[src/rtl/wb_pkg.sv]
// Writeback unit shared types and sizing.
// Scoreboard feature selected by WB_SCOREBOARD_EN.
package wb_pkg;

    localparam int XLEN          = 32;
    localparam int REG_AW        = 5;
    localparam int WB_FIFO_DEPTH = 2;

    typedef struct packed {
        logic [REG_AW-1:0] rd;
        logic [XLEN-1:0]   data;
    } wb_entry_t;

    // Register 0 never matches a source operand.
    function automatic logic rd_hit(
        input logic [REG_AW-1:0] rd,
        input logic [REG_AW-1:0] a,
        input logic [REG_AW-1:0] b
    );
        return (rd != '0) && ((rd == a) || (rd == b));
    endfunction

endpackage

[src/rtl/wb_fifo.sv]
// In-order ALU result buffer with per-slot rd peek.
// Simultaneous push and pop keeps the count unchanged.
module wb_fifo
    import wb_pkg::*;
#(
    parameter int DEPTH = WB_FIFO_DEPTH
) (
    input  logic                         clk,
    input  logic                         rst,
    input  logic                         push_i,
    input  wb_entry_t                    push_entry_i,
    input  logic                         pop_i,
    output wb_entry_t                    head_o,
    output logic [$clog2(DEPTH+1)-1:0]   count_o,
    output logic [REG_AW-1:0]            peek_rd_o [DEPTH],
    output logic [DEPTH-1:0]             peek_vld_o
);

    localparam int AW = (DEPTH > 1) ? $clog2(DEPTH) : 1;
    localparam int CW = $clog2(DEPTH+1);

    wb_entry_t        mem_q [DEPTH];
    logic [DEPTH-1:0] vld_q;
    logic [AW-1:0]    wptr_q;
    logic [AW-1:0]    rptr_q;
    logic [CW-1:0]    cnt_q;
    logic             do_push;
    logic             do_pop;

    function automatic logic [AW-1:0] nxt(input logic [AW-1:0] p);
        return (p == AW'(DEPTH-1)) ? '0 : p + 1'b1;
    endfunction

    assign do_pop  = pop_i && (cnt_q != '0);
    assign do_push = push_i && ((cnt_q != CW'(DEPTH)) || do_pop);

    always_ff @(posedge clk or posedge rst) begin
        if (rst) begin
            vld_q  <= '0;
            wptr_q <= '0;
            rptr_q <= '0;
            cnt_q  <= '0;
        end else begin
            if (do_pop) begin
                vld_q[rptr_q] <= 1'b0;
                rptr_q        <= nxt(rptr_q);
            end
            if (do_push) begin
                vld_q[wptr_q] <= 1'b1;
                wptr_q        <= nxt(wptr_q);
            end
            if (do_push && !do_pop) begin
                cnt_q <= cnt_q + 1'b1;
            end else if (do_pop && !do_push) begin
                cnt_q <= cnt_q - 1'b1;
            end
        end
    end

    // Payload needs no reset; validity is tracked by vld_q.
    always_ff @(posedge clk) begin
        if (do_push) begin
            mem_q[wptr_q] <= push_entry_i;
        end
    end

    always_comb begin
        for (int i = 0; i < DEPTH; i++) begin
            peek_rd_o[i] = mem_q[i].rd;
        end
    end

    assign head_o     = mem_q[rptr_q];
    assign count_o    = cnt_q;
    assign peek_vld_o = vld_q;

endmodule

[src/rtl/writeback_unit.sv]
// Register-file writeback arbiter: loads first, then buffered ALU results.
// Define WB_SCOREBOARD_EN to track pending loads for decode stalls.
module writeback_unit
    import wb_pkg::*;
(
    input  logic              clk,
    input  logic              rst,
    input  logic              alu_valid,
    output logic              alu_ready,
    input  logic [REG_AW-1:0] alu_rd,
    input  logic [XLEN-1:0]   alu_data,
    input  logic              ld_issue,
    input  logic [REG_AW-1:0] ld_issue_rd,
    input  logic              ld_valid,
    input  logic [REG_AW-1:0] ld_rd,
    input  logic [XLEN-1:0]   ld_data,
    input  logic [REG_AW-1:0] chk_rs1,
    input  logic [REG_AW-1:0] chk_rs2,
    output logic              stall,
    output logic              wr,
    output logic [REG_AW-1:0] Addr_Wr,
    output logic [XLEN-1:0]   Din
);

    localparam int CW = $clog2(WB_FIFO_DEPTH+1);

    logic [CW-1:0]            fifo_cnt;
    wb_entry_t                fifo_head;
    logic [REG_AW-1:0]        fifo_rd [WB_FIFO_DEPTH];
    logic [WB_FIFO_DEPTH-1:0] fifo_vld;
    logic                     fifo_empty;
    logic                     push;
    logic                     pop;
    logic                     alu_acc;
    wb_entry_t                alu_ent;
    wb_entry_t                out_ent;
    logic                     out_vld;
    logic                     fifo_hit;
    logic                     sb_hit;

    logic                     wr_q;
    logic                     wr_d;
    logic [REG_AW-1:0]        addr_q;
    logic [XLEN-1:0]          din_q;

    assign alu_ready  = fifo_cnt < CW'(WB_FIFO_DEPTH);
    assign alu_acc    = alu_valid && alu_ready;
    assign fifo_empty = (fifo_cnt == '0);
    assign alu_ent    = '{rd: alu_rd, data: alu_data};

    wb_fifo #(
        .DEPTH (WB_FIFO_DEPTH)
    ) u_fifo (
        .clk          (clk),
        .rst          (rst),
        .push_i       (push),
        .push_entry_i (alu_ent),
        .pop_i        (pop),
        .head_o       (fifo_head),
        .count_o      (fifo_cnt),
        .peek_rd_o    (fifo_rd),
        .peek_vld_o   (fifo_vld)
    );

    // Load returns cannot wait, so they always win the write port.
    always_comb begin
        out_vld = 1'b0;
        out_ent = alu_ent;
        push    = 1'b0;
        pop     = 1'b0;
        if (ld_valid) begin
            out_vld = 1'b1;
            out_ent = '{rd: ld_rd, data: ld_data};
            push    = alu_acc;
        end else if (!fifo_empty) begin
            out_vld = 1'b1;
            out_ent = fifo_head;
            pop     = 1'b1;
            push    = alu_acc;
        end else if (alu_acc) begin
            out_vld = 1'b1;
        end
    end

    assign wr_d = out_vld && (out_ent.rd != '0);

    always_ff @(posedge clk or posedge rst) begin
        if (rst) begin
            wr_q   <= 1'b0;
            addr_q <= '0;
            din_q  <= '0;
        end else begin
            wr_q <= wr_d;
            if (wr_d) begin
                addr_q <= out_ent.rd;
                din_q  <= out_ent.data;
            end
        end
    end

    assign wr      = wr_q;
    assign Addr_Wr = addr_q;
    assign Din     = din_q;

    always_comb begin
        fifo_hit = 1'b0;
        for (int i = 0; i < WB_FIFO_DEPTH; i++) begin
            if (fifo_vld[i] && rd_hit(fifo_rd[i], chk_rs1, chk_rs2)) begin
                fifo_hit = 1'b1;
            end
        end
    end

`ifdef WB_SCOREBOARD_EN
    logic [31:1] busy_q;
    logic [31:1] busy_d;
    logic [31:0] busy_w;

    assign busy_w = {busy_q, 1'b0};
    assign sb_hit = busy_w[chk_rs1] | busy_w[chk_rs2];

    // A new issue to the same rd outranks the returning load's clear.
    always_comb begin
        busy_d = busy_q;
        for (int r = 1; r < 32; r++) begin
            if (ld_valid && (ld_rd == REG_AW'(r))) begin
                busy_d[r] = 1'b0;
            end
            if (ld_issue && (ld_issue_rd == REG_AW'(r))) begin
                busy_d[r] = 1'b1;
            end
        end
    end

    always_ff @(posedge clk or posedge rst) begin
        if (rst) begin
            busy_q <= '0;
        end else begin
            busy_q <= busy_d;
        end
    end
`else
    logic unused_ld_issue;

    assign unused_ld_issue = ^{ld_issue, ld_issue_rd};
    assign sb_hit          = 1'b0;
`endif

    assign stall = sb_hit | fifo_hit;

endmodule

[config.mk]
export PLATFORM = sky130hd
export DESIGN_NAME = writeback_unit
export DESIGN_NICKNAME = d
export VERILOG_FILES = /design/src/rtl/wb_pkg.sv /design/src/rtl/wb_fifo.sv /design/src/rtl/writeback_unit.sv
export SDC_FILE = /design/constraint.sdc
export NUM_CORES = 1
export LEC_CHECK = 0
export ABC_AREA = 1
export CORE_MARGIN = 1
export CORE_UTILIZATION = 40
export DETAILED_ROUTE_END_ITERATION = 8
export PLACE_DENSITY = 0.65
export SYNTH_ARGS = -nofsm -noshare
export SYNTH_HDL_FRONTEND = slang
export SYNTH_SLANG_ARGS = --single-unit
[constraint.sdc]
create_clock -name clk -period 4.7 [get_ports clk]
set_clock_uncertainty 0.2 [all_clocks]
set_input_delay 0.94 -clock clk [delete_from_list [all_inputs] [get_ports clk]]
set_output_delay 0.94 -clock clk [all_outputs]
set_load 0.03 [all_outputs]
==> results of run 1 <==
[worst register-to-register path, cell delays in order (launching register included)]
cell and delay [ps]:
dfrtp_1 550, inv_1 190, nand2_1 90, nand2_1 50, nand2_1 60, nand3_1 80
nor2_1 230, nand2_1 100, nand2_1 390, buf_4 410, nand3_1 130, nand2_1 90
[per-layer routing]
| layer | global-route usage | up-vias | routed length (um) |
|---|---|---|---|
| li1 | - | 2131 | - |
| met1 | 0.2805 | 2138 | 6297 |
| met2 | 0.3607 | 196 | 7162 |
| met3 | 0.06008 | 12 | 1145 |
| met4 | 0.08894 | 0 | 180 |
| met5 | 0 | - | 0 |
[cells by family after synthesis]
logic type | Yosys count
AND/OR/NAND/NOR | 351
flip-flops | 118
AO/OA/AOI/OAI | 14
adder cells (fa/ha/maj) | 1
buffers and inverters | 51
XOR/XNOR | 17
[where the power goes]
group          switching, mW  internal, mW  total (mW)
Combinational           1.02         0.604        1.62
Clock                  0.430         0.820        1.25
Sequential             0.175          1.41        1.59
[cell usage after synthesis]
master / count / area, um2
nor4_1: 2 / 12.51
nand4_1: 33 / 206.5
dfrtp_1: 44 / 1101
xor2_1: 10 / 87.58
buf_6: 3 / 33.78
o21ai_0: 8 / 40.04
inv_1: 19 / 71.32
inv_2: 2 / 7.510
nor2_4: 2 / 22.52
nand2_1: 208 / 780.8
nand3_1: 80 / 400.4
ha_1: 1 / 12.51
edfxtp_1: 74 / 2222
a21oi_1: 4 / 20.02
nor3b_1: 1 / 7.510
nor3_1: 2 / 10.01
buf_8: 1 / 15.01
buf_4: 4 / 30.03
nand3_2: 1 / 10.01
clkbuf_1: 6 / 22.52
xnor2_1: 7 / 61.31
a21boi_0: 2 / 15.01
nor2_1: 18 / 67.56
buf_2: 13 / 65.06
nor2_2: 4 / 25.02
buf_1: 3 / 11.26
[worst max path at each step]
| stage | startpoint | slack, ps | end |
|---|---|---|---|
| 6_report | chk_rs2[0] | 810 | stall |
| 5_1_grt | chk_rs2[1] | 690 | stall |
| 4_1_cts | chk_rs2[0] | 810 | stall |
| 3_5_place_dp | chk_rs2[0] | 810 | stall |
| 3_3_place_gp | chk_rs2[0] | 860 | stall |
| 2_1_floorplan | ld_valid | 1090 | u_fifo.mem_q[1][0] |
[state kept, by name (all words and copies together) (netlist names)]
| register | count |
|---|---|
| u_fifo.rptr_q | 1 |
| u_fifo.mem_q | 74 |
| Addr_Wr | 5 |
| u_fifo.wptr_q | 1 |
| u_fifo.peek_vld_o | 2 |
| wr | 1 |
| Din | 32 |
| u_fifo.count_o | 2 |
[area by class of cell]
| class | instances | area share |
|---|---|---|
| flip-flops and latches | 118 | 0.4525 |
| repair buffers | 138 | 0.1854 |
| inverters | 21 | 0.01073 |
| clock inverters | 13 | 0.01874 |
| well taps | 172 | 0.02931 |
| clock buffers | 19 | 0.05895 |
| multi-input cells | 383 | 0.2443 |
[through the flow]
stage | cell area, um2 | utilization | cells
finish | 7343 | 0.5726 | 864
global route | 7343 | 0.5726 | 864
CTS | 7343 | 0.5726 | 864
detailed placement | 6773 | 0.5281 | 832
global placement | 6773 | 0.5281 | 832
floorplan | 5359 | - | 552
==> results.json, run 1 <==
{
  "cp.depth": 8,
  "whs_path_depth": 2,
  "io_buffers": 127,
  "first_global_vias": 4532,
  "antenna_found_initial": 0,
  "setup_ws_ps": 808.4,
  "fmax_mhz": 257.0,
  "drc": 0,
  "initial_core_util": 0.4179,
  "r2r-start": "u_fifo.rptr_q",
  "vias_per_cell": 5.182,
  "synth.mux.area_fraction": 0,
  "synthesis.nets": 647,
  "grt_max_degree": 45,
  "dpl.hpwl_mm": 9.370,
  "yosysSeqAreaShare": 0.6201,
  "routed_wl_mm": 14.79,
  "dp_worst_setup_slack_ps": 814.8,
  "clockBufferDepth": 2,
  "synth_area_um2": 5359,
  "ctsResizeCount": 0,
  "min_from": "Addr_Wr[3]",
  "antenna_cells": 0,
  "root_buffer": "clkbuf_16",
  "synth_top_family_by_area": "simple AND/OR/NAND/NOR gates",
  "fin_hold_ws_ps": 288.8,
  "cts.hold.buffers_added": 0,
  "worstSkewPairLatency_ps": 400,
  "hp-class": "flip-flop to flip-flop",
  "synth-adder-area-share": 0.002335,
  "end_kind": "primary output",
  "yosys.area_share.simple": 0.2879,
  "fillCellCount": 1113,
  "via_count": 4477,
  "io_pins": 134,
  "syn2layout_area_growth_pct": 37.03,
  "worstPathArrival_ps": 2750,
  "path_delay_family": "buffers and inverters",
  "status": "finished, final reports clean",
  "slowest_stage": "clkdlybuf4s50_1",
  "die_w_um": 117.7,
  "ys_types": 26,
  "finalWeightedCongestion": 0.9172,
  "finalSetupViolCount": 0,
  "finalCritPeriodShare": 0.8280,
  "whs_endpoint": "Addr_Wr[3]",
  "globalRouteOverflowTotal": 0,
  "vdd_drop_max_mv": 0.3856,
  "synth_compound_area_frac": 0.01401,
  "syn_avg_cell_area_um2": 9.708,
  "cp_max_fo": 2,
  "dr.first_iter.drc_count": 307,
  "worst_slew_pin_slew_ps": 1047,
  "hold_violations": 0,
  "p_leak_nw": 2.990,
  "nNetsFinal": 774,
  "core_um2": 12820,
  "reg2reg_to": "Din[8]",
  "path_buf_inv": 2,
  "r2r_cells": 11,
  "crit_chain": "clkdlybuf4s50_1 -> xor2_1 -> nor3_1 -> nand3_1 -> nand2_1 -> nand3_1 -> nand2_1 -> clkdlybuf4s50_1",
  "final_cell_mix": "208 x nand2_1, 126 x clkdlybuf4s50_1, 80 x nand3_1, 74 x edfxtp_1, 44 x dfrtp_1",
  "grt_pass1_wl_mm": 23.63,
  "crit_path_start_kind": "input pin",
  "regArea_um2": 3323,
  "r2r_slack_ps": 2050,
  "synth_xor_area_frac": 0.02778,
  "layout_commonest_cell": "nand2_1",
  "cts.sinks": 118,
  "max_cap_viol_count": 0,
  "htreeDepth": 4,
  "multi_input_area_um2": 1794,
  "finalPower_mw": 4.458,
  "rows": 41,
  "drt_pre_antenna_iters": 6,
  "clk_pin_slew_worst_paths_ps": 50,
  "critical_path_required_ps": 3560,
  "power_density_nw_per_um2": 607.1,
  "final.setup.tns_ps": 0,
  "post-route-min-period_ps": 3892,
  "ant_nets": 0,
  "cts_setup_buffers": 0,
  "drv_slew": 0,
  "syn_inst": 552,
  "ys_ff_latch": 118,
  "slowest_delay_ps": 660,
  "dieArea_um2": 13860,
  "rsz0062_at_grt": "no",
  "grt_usage": 0.2221,
  "relSlewSlack": 0.3007,
  "yosys_warnings": 0,
  "tritoncts": "done",
  "crit_type": "input pin to primary output",
  "wl_per_cell_um": 17.11,
  "drive_above_1_share": 0.07225,
  "numCtsBuffers": 17,
  "die_y_um": 117.7
}
(Power assumes the default switching activity.)
==> run 2: changes to the inputs <==
Clock period 4.7 ns to 4.1 ns, I/O delays scaled along.
==> results.json, run 2 (synthesis gave the netlist of run 1 again) <==
{
  "status": "finished, final reports clean",
  "rows": 41,
  "routed_wl_mm": 14.83,
  "htreeDepth": 4,
  "drive_above_1_share": 0.06802,
  "finalSetupViolCount": 0,
  "crit_chain": "clkdlybuf4s50_1 -> inv_1 -> nor2_1 -> nor3_1 -> nand4_1 -> nand2_1 -> nand2_1 -> nand2_1 -> clkdlybuf4s50_1",
  "slowest_stage": "clkdlybuf4s50_1",
  "post-route-min-period_ps": 3637,
  "die_w_um": 117.7,
  "clk_pin_slew_worst_paths_ps": 50,
  "vias_per_cell": 5.187,
  "cts.sinks": 118,
  "tritoncts": "done",
  "finalWeightedCongestion": 0.9406,
  "clkPwrFrac": 0.275,
  "worstPathArrival_ps": 2620,
  "power_density_nw_per_um2": 691.2,
  "io_pins": 134,
  "cp_max_fo": 3,
  "switching_share": 0.3648,
  "setup_ws_ps": 463.2,
  "drc": 0,
  "crit_path_start_kind": "input pin",
  "fillCellCount": 1154,
  "p_leak_nw": 2.979,
  "grt_pass1_wl_mm": 23.54,
  "cts.hold.buffers_added": 0,
  "drv_slew": 0,
  "relSlewSlack": 0.2999,
  "wl_per_cell_um": 17.18,
  "cts_setup_buffers": 0,
  "ctsResizeCount": 0,
  "hold_violations": 0,
  "layout_commonest_cell": "nand2_1",
  "finalPower_mw": 5.062,
  "combPwrFrac": 0.367,
  "hp-class": "flip-flop to flip-flop",
  "critical_path_required_ps": 3080,
  "dr.first_iter.drc_count": 304,
  "core_um2": 12820,
  "drt_pre_antenna_iters": 4,
  "syn2layout_area_growth_pct": 36.68,
  "initial_core_util": 0.4179,
  "max_cap_viol_count": 0,
  "rsz0062_at_grt": "no",
  "vdd_drop_max_mv": 0.4688,
  "p_int_mw": 3.216,
  "ant_nets": 0,
  "dpl.hpwl_mm": 9.249,
  "post-place-cells": 831,
  "slowest_delay_ps": 660,
  "dieArea_um2": 13860,
  "grt_max_degree": 45,
  "grt_usage": 0.2240,
  "crit_type": "input pin to primary output",
  "worstSkewPairLatency_ps": 410,
  "finalCritPeriodShare": 0.8870,
  "dp_worst_setup_slack_ps": 461.4,
  "crit_top_cell": "nand2_1",
  "fmax_mhz": 275.0,
  "regArea_um2": 3323,
  "antenna_found_initial": 0,
  "multi_input_area_um2": 1794,
  "instances_no_fill": 863,
  "antenna_cells": 0,
  "regMostFlops": "u_fifo.mem_q",
  "end_kind": "primary output",
  "globalRouteOverflowTotal": 0,
  "first_global_vias": 4549,
  "via_count": 4476,
  "final.setup.tns_ps": 0,
  "root_buffer": "clkbuf_16",
  "worst_slew_pin_slew_ps": 1050,
  "clockBufferDepth": 2,
  "largest_reg_flops": 74,
  "die_y_um": 117.7,
  "io_buffers": 127,
  "nNetsFinal": 773,
  "numCtsBuffers": 17,
  "p_sw_mw": 1.847,
  "final_cell_mix": "208 x nand2_1, 126 x clkdlybuf4s50_1, 80 x nand3_1, 74 x edfxtp_1, 44 x dfrtp_1",
  "pwr-share-seq": 0.358
}
[run 2: routing by layer]
layer	up-vias	share of wire	wire [um]	global-route usage
li1	2132	-	-	-
met1	2137	0.43	6421	0.2882
met2	185	0.47	7006	0.3452
met3	22	0.074	1095	0.05911
met4	0	0.021	304	0.1194
met5	-	0	0	0
[run 2: worst paths after layout]
kind	cells past startpoint	start	slack, ps	to
worst max-delay path	9	chk_rs2[1]	460	stall
worst min-delay path	2	Addr_Wr[3]	280	Addr_Wr[3]
worst max register to register	9	u_fifo.rptr_q	1630	Din[2]
worst min register to register	2	Addr_Wr[3]	280	Addr_Wr[3]
max in group asynchronous	2	rst	2260	Din[10]
min in group asynchronous	2	rst	780	wr
[run 2: through the flow]
step	hold slack [ps]	util	area (um2)
6_report	281.1	0.5711	7325
5_1_grt	316.9	0.5711	7325
4_1_cts	279.9	0.5711	7325
3_5_place_dp	266.7	0.5275	6765
3_3_place_gp	265.0	0.5275	6765
2_1_floorplan	274.6	-	5359
[run 2: final cells by class]
type / instances / share of cell area
inverter: 21 / 0.01076
tap: 172 / 0.02938
sequential: 118 / 0.4537
clock inverter: 4 / 0.005808
clock buffer: 28 / 0.07055
timing repair buffer: 137 / 0.1848
multi-input combinational: 383 / 0.2450
[run 2: power groups by stage]
stage	sequential, mW	clock [mW]	combinational, mW
after floorplan	2.15	0	0.787
after global placement	1.82	0	1.85
after detailed placement	1.83	0	1.87
after CTS	1.82	1.42	1.88
after global routing	1.85	1.46	2.00
final	1.81	1.39	1.86
[run 2: critical path, delay by kind of cell]
kind                   cells  cell delay (ps)
and+or+nand+nor            6              590
buffers and inverters      3             1210
==> run 3: changes to the inputs <==
Settings changed: CORE_ASPECT_RATIO set to 0.9, CTS_CLUSTER_DIAMETER set to 80.
==> results.json, run 3 (synthesis gave the netlist of run 1 again) <==
{
  "drive_above_1_share": 0.07703,
  "fmax_mhz": 272.6,
  "layout_commonest_cell": "nand2_1",
  "slowest_stage": "clkdlybuf4s50_1",
  "htreeDepth": 4,
  "regMostFlops": "u_fifo.mem_q",
  "initial_core_util": 0.4160,
  "final.setup.tns_ps": 0,
  "grt_pass1_wl_mm": 22.89,
  "clockBufferDepth": 2,
  "cts_setup_buffers": 0,
  "path_buf_inv": 3,
  "critical_path_required_ps": 3080,
  "root_buffer": "clkbuf_16",
  "ant_nets": 0,
  "crit_chain": "clkdlybuf4s50_1 -> inv_1 -> nand2_1 -> a21oi_1 -> nand3_1 -> nand2_1 -> nand3_1 -> nand2_1 -> clkdlybuf4s50_1",
  "drt_pre_antenna_iters": 5,
  "fin_area_um2": 7337,
  "status": "finished, final reports clean",
  "largest_reg_flops": 74,
  "hp-class": "flip-flop to flip-flop",
  "path_delay_family": "buffers and inverters",
  "clk_pin_slew_worst_paths_ps": 50,
  "io_pins": 134,
  "power_density_nw_per_um2": 702.8,
  "grt_max_degree": 45,
  "dpl.hpwl_mm": 9.259,
  "finalPower_mw": 5.156,
  "first_global_vias": 4405,
  "crit_type": "input pin to primary output",
  "die_w_um": 124.0,
  "end_kind": "primary output",
  "antenna_cells": 0,
  "via_count": 4473,
  "worstSkewPairLatency_ps": 410,
  "fillCellCount": 1142,
  "core_um2": 12880,
  "cts.sinks": 118,
  "crit_path_start_kind": "input pin",
  "dr.first_iter.drc_count": 333,
  "tritoncts": "done",
  "vdd_drop_max_mv": 0.3593,
  "relSlewSlack": 0.3147,
  "cts.hold.buffers_added": 0,
  "vias_per_cell": 5.250,
  "final_cell_mix": "206 x nand2_1, 126 x clkdlybuf4s50_1, 80 x nand3_1, 74 x edfxtp_1, 44 x dfrtp_1",
  "cp_max_fo": 3,
  "die_y_um": 111.8,
  "nNetsFinal": 770,
  "rsz0062_at_grt": "no",
  "antenna_found_initial": 0,
  "syn2layout_area_growth_pct": 36.91,
  "finalWeightedCongestion": 0.8046,
  "io_buffers": 127,
  "rows": 39,
  "worstPathArrival_ps": 2650,
  "max_cap_viol_count": 0,
  "p_leak_nw": 2.979,
  "finalCritPeriodShare": 0.8949,
  "drc": 0,
  "slowest_delay_ps": 660,
  "finalSetupViolCount": 0,
  "dieArea_um2": 13860,
  "drv_slew": 0,
  "grt_usage": 0.2225,
  "globalRouteOverflowTotal": 0,
  "wl_per_cell_um": 17.41,
  "worst_slew_pin_slew_ps": 1026,
  "ctsResizeCount": 0,
  "place_area_um2": 6748,
  "post-route-min-period_ps": 3669,
  "crit_top_cell": "nand2_1",
  "hold_violations": 0,
  "numCtsBuffers": 17,
  "routed_wl_mm": 14.84,
  "r2r_slack_ps": 730
}
run 3: final cells by class:
| cell class | count | area, um2 | share of cell area |
|---|---|---|---|
| sequential | 118 | 3323 | 0.4529 |
| multi-input combinational | 383 | 1809 | 0.2466 |
| timing repair buffer | 134 | 1331 | 0.1814 |
| clock buffer | 18 | 429.2 | 0.05849 |
| tap | 164 | 205.2 | 0.02797 |
| clock inverter | 14 | 160.2 | 0.02183 |
| inverter | 21 | 78.83 | 0.01074 |
run 3: report_power, final:
part           leakage (nW)  internal [mW]  switching (mW)
clock network         0.285          0.949           0.531
logic                  1.49          0.687            1.17
registers              1.21           1.62           0.206
run 3: tightest hold or removal path: stages (launching register included):
cell and delay [ps]:
dfrtp_1 340, nand2_1 50, nand2_1 40
run 3: final timing paths:
check                              to         startpoint  cells past startpoint
max                             stall         chk_rs1[1]                      9
min                        Addr_Wr[3]         Addr_Wr[3]                      2
max reg2reg                    Din[6]  u_fifo.count_o[0]                      7
min reg2reg                Addr_Wr[3]         Addr_Wr[3]                      2
max in group asynchronous      Din[9]                rst                      2
min in group asynchronous     Din[22]                rst                      2
run 3: stage by stage:
step	instances	setup WS, ps	util	hold slack, ps
2_1_floorplan	552	606.0	-	274.6
5_1_grt	852	334.3	0.5695	283.9
3_5_place_dp	820	148.0	0.5238	259.7
4_1_cts	852	446.5	0.5695	273.0
6_report	852	431.0	0.5695	269.1
3_3_place_gp	820	217.8	0.5238	258.5
run 3: metal layers:
metal,part of all wire,wire length [um],track usage,vias up
li1,-,-,-,2117
met1,0.44,6592,0.2989,2168
met2,0.47,6949,0.3504,176
met3,0.081,1204,0.06865,12
met4,0.0059,88,0.05556,0
met5,0,0,0,-
